File: config.mk
export PLATFORM = sky130hd
export DESIGN_NAME = avalon_slave_regfile
export DESIGN_NICKNAME = d
export VERILOG_FILES = /design/src/rtl/avs_slave_pkg.sv /design/src/rtl/avs_channel_fsm.sv /design/src/rtl/avalon_slave_regfile.sv
export SDC_FILE = /design/constraint.sdc
export NUM_CORES = 1
export LEC_CHECK = 0
export CAP_MARGIN = 15
export CORE_ASPECT_RATIO = 0.7
export CORE_MARGIN = 4
export CORE_UTILIZATION = 32
export CTS_CLUSTER_SIZE = 30
export DETAILED_ROUTE_END_ITERATION = 8
export PLACE_DENSITY = 0.64
export SLEW_MARGIN = 40
export SYNTH_ARGS = -nofsm -noshare
export SYNTH_HDL_FRONTEND = slang
export SYNTH_SLANG_ARGS = --single-unit
File: constraint.sdc
create_clock -name clk -period 2 [get_ports clk]
set_input_delay 0.4 -clock clk [delete_from_list [all_inputs] [get_ports clk]]
set_output_delay 0.4 -clock clk [all_outputs]
set_load 0.05 [all_outputs]
File: src/rtl/avs_slave_pkg.sv
// Register map, bit positions and channel state type shared by avalon_slave_regfile.
// Build option AVS_SLAVE_IRQ_EN adds the irq output and a stored CONTROL.ie bit.
package avs_slave_pkg;

    localparam logic [1:0] REG_START   = 2'd0;
    localparam logic [1:0] REG_END     = 2'd1;
    localparam logic [1:0] REG_STATUS  = 2'd2;
    localparam logic [1:0] REG_CONTROL = 2'd3;

    localparam int ST_BUSY   = 0;
    localparam int ST_DONE   = 1;
    localparam int ST_ERR    = 2;

    localparam int CTL_GO    = 0;
    localparam int CTL_ABORT = 1;
    localparam int CTL_IE    = 2;

    typedef enum logic {
        IDLE = 1'b0,
        RUN  = 1'b1
    } chan_state_t;

endpackage

File: src/rtl/avs_channel_fsm.sv
// One pixel-range channel: START/END registers, sticky done/err bits, ie and run FSM.
// ie is only stored when AVS_SLAVE_IRQ_EN is defined.
//
//   state | meaning
//   IDLE  | waiting for a go write; START/END writable
//   RUN   | core processing the range; busy=1, waits for done or abort
module avs_channel_fsm
    import avs_slave_pkg::*;
#(
    parameter int DATA_W = 32
) (
    input  logic                clk,
    input  logic                n_rst,
    input  logic                wr_start,
    input  logic                wr_end,
    input  logic                wr_status,
    input  logic                wr_control,
    input  logic [DATA_W-1:0]   writedata,
    input  logic [DATA_W/8-1:0] byteenable,
    input  logic                done,
    output logic [DATA_W-1:0]   start_q,
    output logic [DATA_W-1:0]   end_q,
    output logic                st_done,
    output logic                st_err,
    output logic                ie,
    output logic                start_pulse,
    output logic                busy
);

    chan_state_t state;
    logic        go;
    logic        abort;
    logic        ctl_lane0;

    assign ctl_lane0 = wr_control && byteenable[0];
    assign go        = ctl_lane0 && writedata[CTL_GO];
    assign abort     = ctl_lane0 && writedata[CTL_ABORT];
    assign busy      = (state == RUN);

    function automatic logic [DATA_W-1:0] merge_bytes(input logic [DATA_W-1:0] cur);
        logic [DATA_W-1:0] res;
        res = cur;
        for (int b = 0; b < DATA_W/8; b++) begin
            if (byteenable[b]) res[b*8 +: 8] = writedata[b*8 +: 8];
        end
        return res;
    endfunction

    // W1C clears are applied first so a same-cycle set overrides them.
    always_ff @(posedge clk or negedge n_rst) begin
        if (!n_rst) begin
            state       <= IDLE;
            start_q     <= '0;
            end_q       <= '0;
            st_done     <= 1'b0;
            st_err      <= 1'b0;
            start_pulse <= 1'b0;
        end else begin
            start_pulse <= 1'b0;
            if (wr_status && byteenable[0]) begin
                if (writedata[ST_DONE]) st_done <= 1'b0;
                if (writedata[ST_ERR])  st_err  <= 1'b0;
            end
            case (state)
                IDLE: begin
                    if (wr_start) start_q <= merge_bytes(start_q);
                    if (wr_end)   end_q   <= merge_bytes(end_q);
                    if (go) begin
                        if (start_q <= end_q) begin
                            state       <= RUN;
                            start_pulse <= 1'b1;
                        end else begin
                            st_err <= 1'b1;
                        end
                    end
                end
                RUN: begin
                    if (wr_start || wr_end) st_err <= 1'b1;
                    if (done) begin
                        state   <= IDLE;
                        st_done <= 1'b1;
                    end else if (abort) begin
                        state <= IDLE;
                    end
                end
                default: state <= IDLE;
            endcase
        end
    end

`ifdef AVS_SLAVE_IRQ_EN
    always_ff @(posedge clk or negedge n_rst) begin
        if (!n_rst)         ie <= 1'b0;
        else if (ctl_lane0) ie <= writedata[CTL_IE];
    end
`else
    assign ie = 1'b0;
`endif

endmodule

File: src/rtl/avalon_slave_regfile.sv
// Avalon-MM slave register file with NUM_CH independent Sobel pixel-range channels.
// Build option AVS_SLAVE_IRQ_EN adds the registered irq output.
module avalon_slave_regfile
    import avs_slave_pkg::*;
#(
    parameter int          DATA_W   = 32,
    parameter int          NUM_CH   = 2,
    parameter int          ADDR_W   = 4,
    parameter logic [31:0] ID_VALUE = 32'h50B3_0002
) (
    input  logic                     clk,
    input  logic                     n_rst,
    input  logic                     read,
    input  logic                     write,
    input  logic [ADDR_W-1:0]        address,
    input  logic [DATA_W-1:0]        writedata,
    input  logic [DATA_W/8-1:0]      byteenable,
    output logic [DATA_W-1:0]        readdata,
    output logic                     readdatavalid,
    input  logic [NUM_CH-1:0]        done,
    output logic [NUM_CH*DATA_W-1:0] startpixel,
    output logic [NUM_CH*DATA_W-1:0] endpixel,
    output logic [NUM_CH-1:0]        start_pulse,
    output logic [NUM_CH-1:0]        busy
`ifdef AVS_SLAVE_IRQ_EN
    ,
    output logic                     irq
`endif
);

    localparam int CH_W = ADDR_W - 2;

    logic [CH_W-1:0]   ch;
    logic [1:0]        off;
    logic              in_range;
    logic              wr_fire;
    logic              rd_fire;
    logic [DATA_W-1:0] rd_mux;
    logic [NUM_CH-1:0] st_done;
    logic [NUM_CH-1:0] st_err;
    logic [NUM_CH-1:0] ie_q;

    assign ch       = address[ADDR_W-1:2];
    assign off      = address[1:0];
    assign in_range = int'(ch) < NUM_CH;
    assign wr_fire  = write && in_range;
    // A write wins over a simultaneous read; the read is dropped entirely.
    assign rd_fire  = read && !write;

    for (genvar i = 0; i < NUM_CH; i++) begin : g_ch
        logic sel;
        assign sel = wr_fire && (int'(ch) == i);

        avs_channel_fsm #(.DATA_W(DATA_W)) u_ch (
            .clk         (clk),
            .n_rst       (n_rst),
            .wr_start    (sel && (off == REG_START)),
            .wr_end      (sel && (off == REG_END)),
            .wr_status   (sel && (off == REG_STATUS)),
            .wr_control  (sel && (off == REG_CONTROL)),
            .writedata   (writedata),
            .byteenable  (byteenable),
            .done        (done[i]),
            .start_q     (startpixel[i*DATA_W +: DATA_W]),
            .end_q       (endpixel[i*DATA_W +: DATA_W]),
            .st_done     (st_done[i]),
            .st_err      (st_err[i]),
            .ie          (ie_q[i]),
            .start_pulse (start_pulse[i]),
            .busy        (busy[i])
        );
    end

    always_comb begin
        rd_mux = '0;
        if (in_range) begin
            for (int i = 0; i < NUM_CH; i++) begin
                if (int'(ch) == i) begin
                    case (off)
                        REG_START:  rd_mux = startpixel[i*DATA_W +: DATA_W];
                        REG_END:    rd_mux = endpixel[i*DATA_W +: DATA_W];
                        REG_STATUS: begin
                            rd_mux[ST_BUSY] = busy[i];
                            rd_mux[ST_DONE] = st_done[i];
                            rd_mux[ST_ERR]  = st_err[i];
                        end
                        default:    rd_mux[CTL_IE] = ie_q[i];
                    endcase
                end
            end
        end else if ((&ch) && (off == REG_START)) begin
            rd_mux = DATA_W'(ID_VALUE);
        end
    end

    always_ff @(posedge clk or negedge n_rst) begin
        if (!n_rst) begin
            readdata      <= '0;
            readdatavalid <= 1'b0;
        end else begin
            readdatavalid <= rd_fire;
            readdata      <= rd_fire ? rd_mux : '0;
        end
    end

`ifdef AVS_SLAVE_IRQ_EN
    always_ff @(posedge clk or negedge n_rst) begin
        if (!n_rst) irq <= 1'b0;
        else        irq <= |(st_done & ie_q);
    end
`endif

endmodule

==> results of run 1 <==
## cells by family after synthesis
group | after synthesis
and+or+nand+nor | 184
buffers and inverters | 100
muxes | 135
adders and majority gates | 64
DFF | 169
AOI/OAI and AO/OA | 134
## worst max-delay path: cells and delay by family (launching register included)
kind                       cells  cell delay (ns)
AOI/OAI and AO/OA              1             0.16
adders and majority gates      1             0.27
DFF                            1             0.43
and+or+nand+nor                5             1.14
## what timing repair did
action / CTS / global route
setup endpoints to repair: 27 / 19
gates cloned: 0 / 0
buffers inserted: 6 / 11
endpoints found under the hold margin: 33 / 0
hold buffers: 1 / 0
pin swaps: 25 / 18
resized for setup: 38 / 32
## flip-flops by register name, indices dropped and copies added, names as in the netlist
register	flops
g_ch.u_ch.start_q	64
g_ch.u_ch.busy	2
g_ch.u_ch.end_q	64
g_ch.u_ch.start_pulse	2
g_ch.u_ch.st_err	2
readdata	32
readdatavalid	1
g_ch.u_ch.st_done	2
## final cells by class
| cell class | count | area, µm² |
|---|---|---|
| multi-input cells | 517 | 4660 |
| fillers | 2494 | 13700 |
| clock inverters | 11 | 109 |
| repair buffers | 382 | 3150 |
| well taps | 364 | 455 |
| inverters | 70 | 263 |
| flip-flops and latches | 169 | 4320 |
| clock buffers | 21 | 480 |
## power groups by stage
stage                     sequential (W)  clock [W]  combinational, W
final                            0.00448    0.00338           0.00690
after global routing             0.00455    0.00360           0.00738
after CTS                        0.00447    0.00345           0.00667
after detailed placement         0.00452          0           0.00654
after global placement           0.00450          0           0.00646
after floorplan                  0.00644          0           0.00183
## Yosys cell counts, types with 15 or more instances
master     count  area share, %
nand4_1       15            1.0
mux2_2       116             15
nor2_1        59            2.5
o21ai_0       16           0.89
nor2b_1       33            2.3
a211oi_1      31            2.6
a2111oi_0     24            2.3
a21oi_1       28            1.6
nand2_1       28            1.2
dfrtp_1      169             47
inv_1         70            2.9
ha_1          64            8.9
## worst paths after layout
kind,cells past startpoint,from,slack [ns],endpoint
max,7,g_ch[1].u_ch.start_q[26],-0.10,g_ch[1].u_ch.busy
min,2,n_rst,0.45,readdata[25]
max reg2reg,7,g_ch[1].u_ch.start_q[26],-0.10,g_ch[1].u_ch.busy
min reg2reg,2,g_ch[1].u_ch.st_done,0.52,g_ch[1].u_ch.st_done
max in group asynchronous,3,n_rst,0.89,g_ch[0].u_ch.end_q[1]
min in group clk,4,address[2],0.45,readdata[1]
## per-layer routing
metal / wire [µm] / vias to the layer above / part of all wire (%) / track usage (%)
li1: - / 3591 / - / -
met1: 16200 / 3801 / 51 / 30.9
met2: 13300 / 202 / 42 / 28.9
met3: 1700 / 26 / 5.4 / 4.93
met4: 373 / 2 / 1.2 / 4.69
met5: 9 / - / 0.029 / 0
## metrics by stage
step	instance area, µm²	power [W]	cells	worst slack (ns)	setup TNS (ns)
final	13400	0.0148	1534	-0.102	-0.263
after global routing	13400	0.0155	1534	-0.198	-0.693
after CTS	13200	0.0146	1523	-0.0765	-0.235
after detailed placement	12400	0.0111	1484	-0.393	-34.42
after global placement	12400	0.0110	1484	-0.416	-33.78
after floorplan	9130	0.00828	786	-0.0591	-0.168
==> impl_metrics.tcl, run 1 <==
set metrics [dict create \
    status "finished, violations left" \
    violations "negative setup slack" \
    cts_buffers 17 \
    place.gp.congestion 0.858 \
    crit_required_ns 2.33 \
    hold_viol 0 \
    switching_share_pct 41.4 \
    clock.fmax_ghz 0.476 \
    grt_pass1_vias 7772 \
    postSynthAreaPerCell_um2 11.4 \
    clkPwrFrac_pct 22.9 \
    path_clk_slew_ns 0.07 \
    grt_pass1_wl_um 48200 \
    antenna_left 0 \
    grt_max_degree 54 \
    port_buffers 210 \
    utilization_pct 49.5 \
    worst_slack_ns -0.102 \
    cp_max_fo 3 \
    synthToLayoutAreaGrowth_pct 49.6 \
    htree_levels 4 \
    via_per_inst 4.97 \
    ys.flop_type "dfrtp_1" \
    start_util_pct 33.1 \
    io_pins 211 \
    slew_violations 0 \
    cp-start-kind "flop" \
    max_cap_violations 0 \
    finalNetCount 1267 \
    postSynthCellCount 786 \
    min_path_type "in -> async" \
    synthSimpleGateAreaFrac_pct 11.4 \
    muxShareOfSynthArea_pct 17.0 \
    grt-ovfl-total 0 \
    tightest_slew_ns 0.531 \
    cp_slowest_stage_delay_ns 0.43 \
    final_common_cell "buf_4" \
    clockBufferDepth 2 \
    async_flop_share_pct 100 \
    fp.dieW_um 208 \
    fp.dieArea_um2 30800 \
    irDropWorstVdd_uv 608 \
    seq_area_frac_synth_pct 47.1 \
    whs_ns 0.446 \
    crit_type "reg -> reg" \
    clock_latency_ns 0.44 \
    firstDrtPassIters 5 \
    cts_sinks 169 \
    critical-path-slowest-cell "dfrtp_2" \
    ys_types 51 \
    drive_above_1_share_pct 51.5 \
    seqPwrFrac_pct 30.3 \
    internal-power_w 0.00864 \
    cp_cell_sequence "ha_4, nand4_1, nor3_2, nand3_1, and3_4, or3_1, o22a_1" \
    drc 0 \
    critPathArrivalTime_ns 2.43 \
    layout_min_cycle_time_ns 2.10 \
    synthAdderAreaFrac_pct 8.92 \
    wl_per_cell_um 20.6 \
    cellPowerDensity_nw_per_um2 1100 \
    synth_area_um2 8980 \
    timing.final.crit_share_pct 105 \
    layout_common_cells "293 x buf_4, 116 x mux2_2, 100 x dfrtp_1" \
    antenna_cells 0 \
    tritoncts "yes" \
    setup_viol 4 \
    synth_top_family_by_area "multiplexers" \
    combinationalPowerShare_pct 46.7 \
    ys_warn_count 0 \
    relSlewSlack_pct 64.8 \
    syn_nets 896 \
    rows 50 \
    fin_skew_ns 0.00961 \
    switchingPower_w 0.00612 \
    synth-edff-count 0 \
    routed_wl_um 31500 \
    grt_setup_unrepaired "yes" \
    leakage_nw 6.61 \
    drt-initial-drc-count 352 \
    track_usage_pct 20.2 \
    endpoint_kind "flop" \
    dp_hpwl_um 24000 \
    antenna_found_initial 1 \
    root_buffer "clkbuf_16" \
    synth-compound-area-share_pct 10.9 \
    vias 7622 \
    core_um2 27200 \
    synth_xor_area_share_pct 0 \
    ys_ff_latch 169 \
    die_h_um 148 \
]
Power figures use the tool's default switching activity.
==> inputs of run 2 (changes only) <==
--- a/config.mk
+++ b/config.mk
@@ -11,6 +11,7 @@
 export CORE_UTILIZATION = 32
 export CTS_CLUSTER_SIZE = 30
 export DETAILED_ROUTE_END_ITERATION = 8
+export MAX_ROUTING_LAYER = met4
 export PLACE_DENSITY = 0.64
 export SLEW_MARGIN = 40
 export SYNTH_ARGS = -nofsm -noshare
==> impl_metrics.tcl, run 2 (synthesis results as in run 1) <==
set metrics [dict create \
    cts_buffers 17 \
    grt_setup_unrepaired "yes" \
    clock_latency_ns 0.44 \
    seqPwrFrac_pct 30.4 \
    clkPwrFrac_pct 22.9 \
    grt_busiest_layer "met1" \
    relSlewSlack_pct 66.1 \
    internal-power_w 0.00864 \
    switchingPower_w 0.00610 \
    leakage_nw 6.59 \
    min_path_type "in -> async" \
    ff2ff_setup_slack_ns -0.12 \
    core_um2 27200 \
    dp_hpwl_um 24000 \
    die_h_um 148 \
    max_cap_violations 0 \
    hold_viol 0 \
    tritoncts "yes" \
    clockBufferDepth 2 \
    whs_ns 0.446 \
    final_cell_area_um2 13400 \
    setup_viol 4 \
    io_pins 211 \
    tightest_slew_ns 0.495 \
    combinationalPowerShare_pct 46.7 \
    start_util_pct 33.1 \
    layout_common_cells "292 x buf_4, 116 x mux2_2, 100 x dfrtp_1" \
    cellPowerDensity_nw_per_um2 1100 \
    grt_pass1_vias 7764 \
    track_usage_pct 20.8 \
    irDropWorstVdd_uv 605 \
    finalNetCount 1266 \
    drive_above_1_share_pct 51.4 \
    dpl.cell_count 1484 \
    grt_util_met3_pct 4.68 \
    clock.fmax_ghz 0.472 \
    layout_min_cycle_time_ns 2.12 \
    grt_use_met1_pct 31.0 \
    port_buffers 210 \
    fin_skew_ns 0.0107 \
    status "finished, violations left" \
    path_clk_slew_ns 0.07 \
    cp-start-kind "flop" \
    vias 7644 \
    final_cells 1534 \
    worst_slack_ns -0.117 \
    via_per_inst 4.98 \
    rows 50 \
    place.gp.congestion 0.872 \
    crit_required_ns 2.33 \
    dpl-instance-area_um2 12400 \
    grtUsageMet2_pct 28.9 \
    grt-ovfl-total 0 \
    htree_levels 4 \
    slew_violations 0 \
    violations "negative setup slack" \
    antenna_found_initial 1 \
    antenna_left 0 \
    final_common_cell "buf_4" \
    grt_pass1_wl_um 48100 \
    timing.final.crit_share_pct 106 \
    routed_wl_um 31500 \
    fp.dieArea_um2 30800 \
    crit_type "reg -> reg" \
    cts_sinks 169 \
    root_buffer "clkbuf_16" \
    wl_per_cell_um 20.5 \
    fp.dieW_um 208 \
    top_regs "g_ch.u_ch.end_q: 64 flops, g_ch.u_ch.start_q: 64 flops, readdata: 32 flops" \
    firstDrtPassIters 5 \
    cp_max_fo 3 \
    synthToLayoutAreaGrowth_pct 49.5 \
    grt_max_degree 54 \
    drt-initial-drc-count 378 \
    pre_cts_ws_ns -0.393 \
    switching_share_pct 41.4 \
    critPathArrivalTime_ns 2.44 \
    drc 0 \
    endpoint_kind "flop" \
]
run 2: critical path: stages (launching register included):
cell     delay (ns)
dfrtp_2        0.43
ha_4           0.27
nand4_1        0.22
nor3_2         0.29
nand3_1        0.14
and3_4         0.19
or3_1          0.30
o22a_1         0.16
run 2: path summary, 6_finish.rpt:
kind / cells past startpoint / to / from
hold / removal: 2 / g_ch[0].u_ch.end_q[11] / n_rst
hold reg to reg: 2 / g_ch[1].u_ch.st_done / g_ch[1].u_ch.st_done
min in group clk: 4 / readdata[1] / address[2]
setup / recovery: 7 / g_ch[1].u_ch.busy / g_ch[1].u_ch.start_q[26]
max in group asynchronous: 3 / g_ch[0].u_ch.end_q[1] / n_rst
setup reg to reg: 7 / g_ch[1].u_ch.busy / g_ch[1].u_ch.start_q[26]
run 2: power by group through the flow:
stage	clock network (W)	registers [W]	logic [W]
3_5_place_dp	0	0.00452	0.00654
6_report	0.00338	0.00448	0.00688
4_1_cts	0.00345	0.00447	0.00667
5_1_grt	0.00360	0.00455	0.00737
2_1_floorplan	0	0.00644	0.00183
3_3_place_gp	0	0.00450	0.00646
run 2: timing repair:
action                     CTS  global route
pin swaps                   25            18
hold buffers                 1             0
hold endpoints to repair    33             0
buffers inserted             6            10
setup endpoints to repair   27            18
gates resized for setup     38            31
run 2: layout make-up:
cell class                 count  area [µm²]
sequential                   169        4320
fill                        2496       13700
timing repair buffer         381        3140
inverter                      70         263
multi-input combinational    517        4660
antenna                        1        2.50
tap                          364         455
clock buffer                  21         480
clock inverter                11         109
run 2: layer usage:
layer	share of wire, %	vias up
li1	-	3602
met1	52	3819
met2	42	195
met3	5.2	28
met4	1.2	0
met5	0	-
run 2: stage by stage:
step	TNS [ns]	util, %	power [W]
after floorplan	-0.168	-	0.00828
after global placement	-33.78	45.8	0.0110
after detailed placement	-34.42	45.8	0.0111
after CTS	-0.235	48.5	0.0146
after global routing	-0.692	49.4	0.0155
final	-0.280	49.4	0.0147
==> inputs of run 3 (changes only) <==
--- a/config.mk
+++ b/config.mk
@@ -8,11 +8,11 @@
 export CAP_MARGIN = 15
 export CORE_ASPECT_RATIO = 0.7
 export CORE_MARGIN = 4
-export CORE_UTILIZATION = 32
+export CORE_UTILIZATION = 46
 export CTS_CLUSTER_SIZE = 30
 export DETAILED_ROUTE_END_ITERATION = 8
 export MAX_ROUTING_LAYER = met4
-export PLACE_DENSITY = 0.64
+export PLACE_DENSITY = 0.85
 export SLEW_MARGIN = 40
 export SYNTH_ARGS = -nofsm -noshare
 export SYNTH_HDL_FRONTEND = slang
==> impl_metrics.tcl, run 3 (synthesis results as in run 1) <==
set metrics [dict create \
    grt_pass1_wl_um 45500 \
    antenna_cells 0 \
    clockBufferDepth 2 \
    grt_setup_unrepaired "yes" \
    grt_max_degree 69 \
    violations "negative setup slack" \
    relSlewSlack_pct 62.1 \
    finalNetCount 1238 \
    top_regs "g_ch.u_ch.end_q: 64 flops, g_ch.u_ch.start_q: 64 flops, readdata: 32 flops" \
    vias 7822 \
    via_per_inst 5.57 \
    leakage_nw 6.53 \
    critPathArrivalTime_ns 2.49 \
    crit_end "g_ch[0].u_ch.st_err" \
    cts_buffers 17 \
    dp_hpwl_um 21800 \
    cp_slowest_stage_delay_ns 0.45 \
    tightest_slew_ns 0.554 \
    final_cells 1405 \
    synthToLayoutAreaGrowth_pct 46.2 \
    max_cap_violations 0 \
    path_clk_slew_ns 0.07 \
    total_power_w 0.0146 \
    root_buffer "clkbuf_16" \
    final.setup.tns_ns -0.583 \
    cts_sinks 169 \
    antenna_left 0 \
    fp.dieArea_um2 21900 \
    slew_violations 0 \
    place.gp.congestion 0.908 \
    cp-start-kind "flop" \
    layout_min_cycle_time_ns 2.14 \
    cellPowerDensity_nw_per_um2 1110 \
    die_h_um 125 \
    drc 0 \
    critical-path-slowest-cell "nor4_1" \
    fin_skew_ns 0.00933 \
    fillers 1392 \
    cp_max_fo 3 \
    wl_per_cell_um 21.0 \
    status "finished, violations left" \
    drive_above_1_share_pct 48.2 \
    clock_latency_ns 0.43 \
    timing.final.crit_share_pct 107 \
    cp_cell_sequence "ha_4, nand4_1, nor4_1, buf_4, nor2b_1, nand3_2, o211ai_1, o221ai_1" \
    min_path_type "in -> async" \
    r2r_start "g_ch[0].u_ch.start_q[27]" \
    endpoint_kind "flop" \
    final_common_cell "buf_4" \
    drt-initial-drc-count 718 \
    hold_viol 0 \
    r2r-end "g_ch[0].u_ch.st_err" \
    crit_type "reg -> reg" \
    irDropWorstVdd_uv 606 \
    worst_slack_ns -0.141 \
    whs_ns 0.462 \
    start_util_pct 47.2 \
    pre_cts_ws_ns -0.315 \
    grt_pass1_vias 8048 \
    grt-ovfl-total 0 \
    setup_viol 6 \
    clock.fmax_ghz 0.467 \
    rows 42 \
    dpl.cell_count 1362 \
    antenna_found_initial 0 \
    tritoncts "yes" \
    htree_levels 4 \
    crit_required_ns 2.35 \
    firstDrtPassIters 5 \
    io_pins 211 \
    core_um2 19000 \
    routed_wl_um 29500 \
    port_buffers 210 \
    r2r_cells 8 \
    ff2ff_setup_slack_ns -0.14 \
    track_usage_pct 27.4 \
    fp.dieW_um 175 \
    layout_common_cells "245 x buf_4, 116 x mux2_2, 101 x dfrtp_1" \
    cp-startpoint "g_ch[0].u_ch.start_q[27]" \
]
[run 3: cell count changes in the layout (fill, tap and decap cells not counted), moves of 3 or more]
cell             delta
buf_4              -47
buf_12              -3
dlymetal6s2s_1      +6
dlygate4sd2_1       +9
clkdlybuf4s50_1     +7
[run 3: worst min path at each step]
| stage | end | slack, ns | cells after the start | start |
|---|---|---|---|---|
| 5_1_grt | g_ch[1].u_ch.start_q[16] | 0.49 | 2 | n_rst |
| 6_report | g_ch[0].u_ch.start_q[21] | 0.46 | 2 | n_rst |
| 3_3_place_gp | readdata[20] | 0.34 | 1 | n_rst |
| 4_1_cts | g_ch[1].u_ch.start_q[16] | 0.47 | 2 | n_rst |
| 2_1_floorplan | g_ch[0].u_ch.busy | 0.10 | 0 | n_rst |
| 3_5_place_dp | readdata[20] | 0.35 | 1 | n_rst |
[run 3: area by class of cell]
| type | instances | area (µm²) | area share (%) |
|---|---|---|---|
| multi-input cells | 517 | 4670 | 35.6 |
| flip-flops and latches | 169 | 4310 | 32.9 |
| repair buffers | 353 | 2960 | 22.5 |
| clock buffers | 19 | 453 | 3.45 |
| well taps | 264 | 330 | 2.52 |
| inverters | 70 | 263 | 2.00 |
| clock inverters | 13 | 141 | 1.08 |
[run 3: routing by layer]
layer,routed length [µm],global-route usage [%]
met1,13300,37.8
met2,13200,40.3
met3,2540,7.83
met4,499,6.46
met5,0,-
[run 3: critical path: cells and delay by family (launching register included)]
kind	cells	cell delay (ns)
DFF	1	0.42
buffers and inverters	1	0.18
and+or+nand+nor	4	0.86
adders and majority gates	1	0.28
AOI/OAI and AO/OA	2	0.30
[run 3: per-stage QoR]
stage,area [µm²],utilization (%)
6_report,13100,69.0
5_1_grt,13100,69.0
4_1_cts,12900,67.8
3_5_place_dp,12200,64.0
3_3_place_gp,12200,64.0
2_1_floorplan,9130,-
[run 3: repair_timing]
action	4_1_cts	5_1_grt
endpoints found under the setup margin	36	22
pin swaps	11	13
resized for setup	43	39
endpoints found under the hold margin	37	0
hold buffers	1	0
setup buffers	5	5
[run 3: power by group]
part           total (W)  internal, W  switching, W  leakage (nW)
clock            0.00336      0.00192       0.00145         0.287
sequential       0.00454      0.00403      0.000516          2.11
combinational    0.00672      0.00264       0.00408          4.13
total             0.0146      0.00859       0.00604          6.53
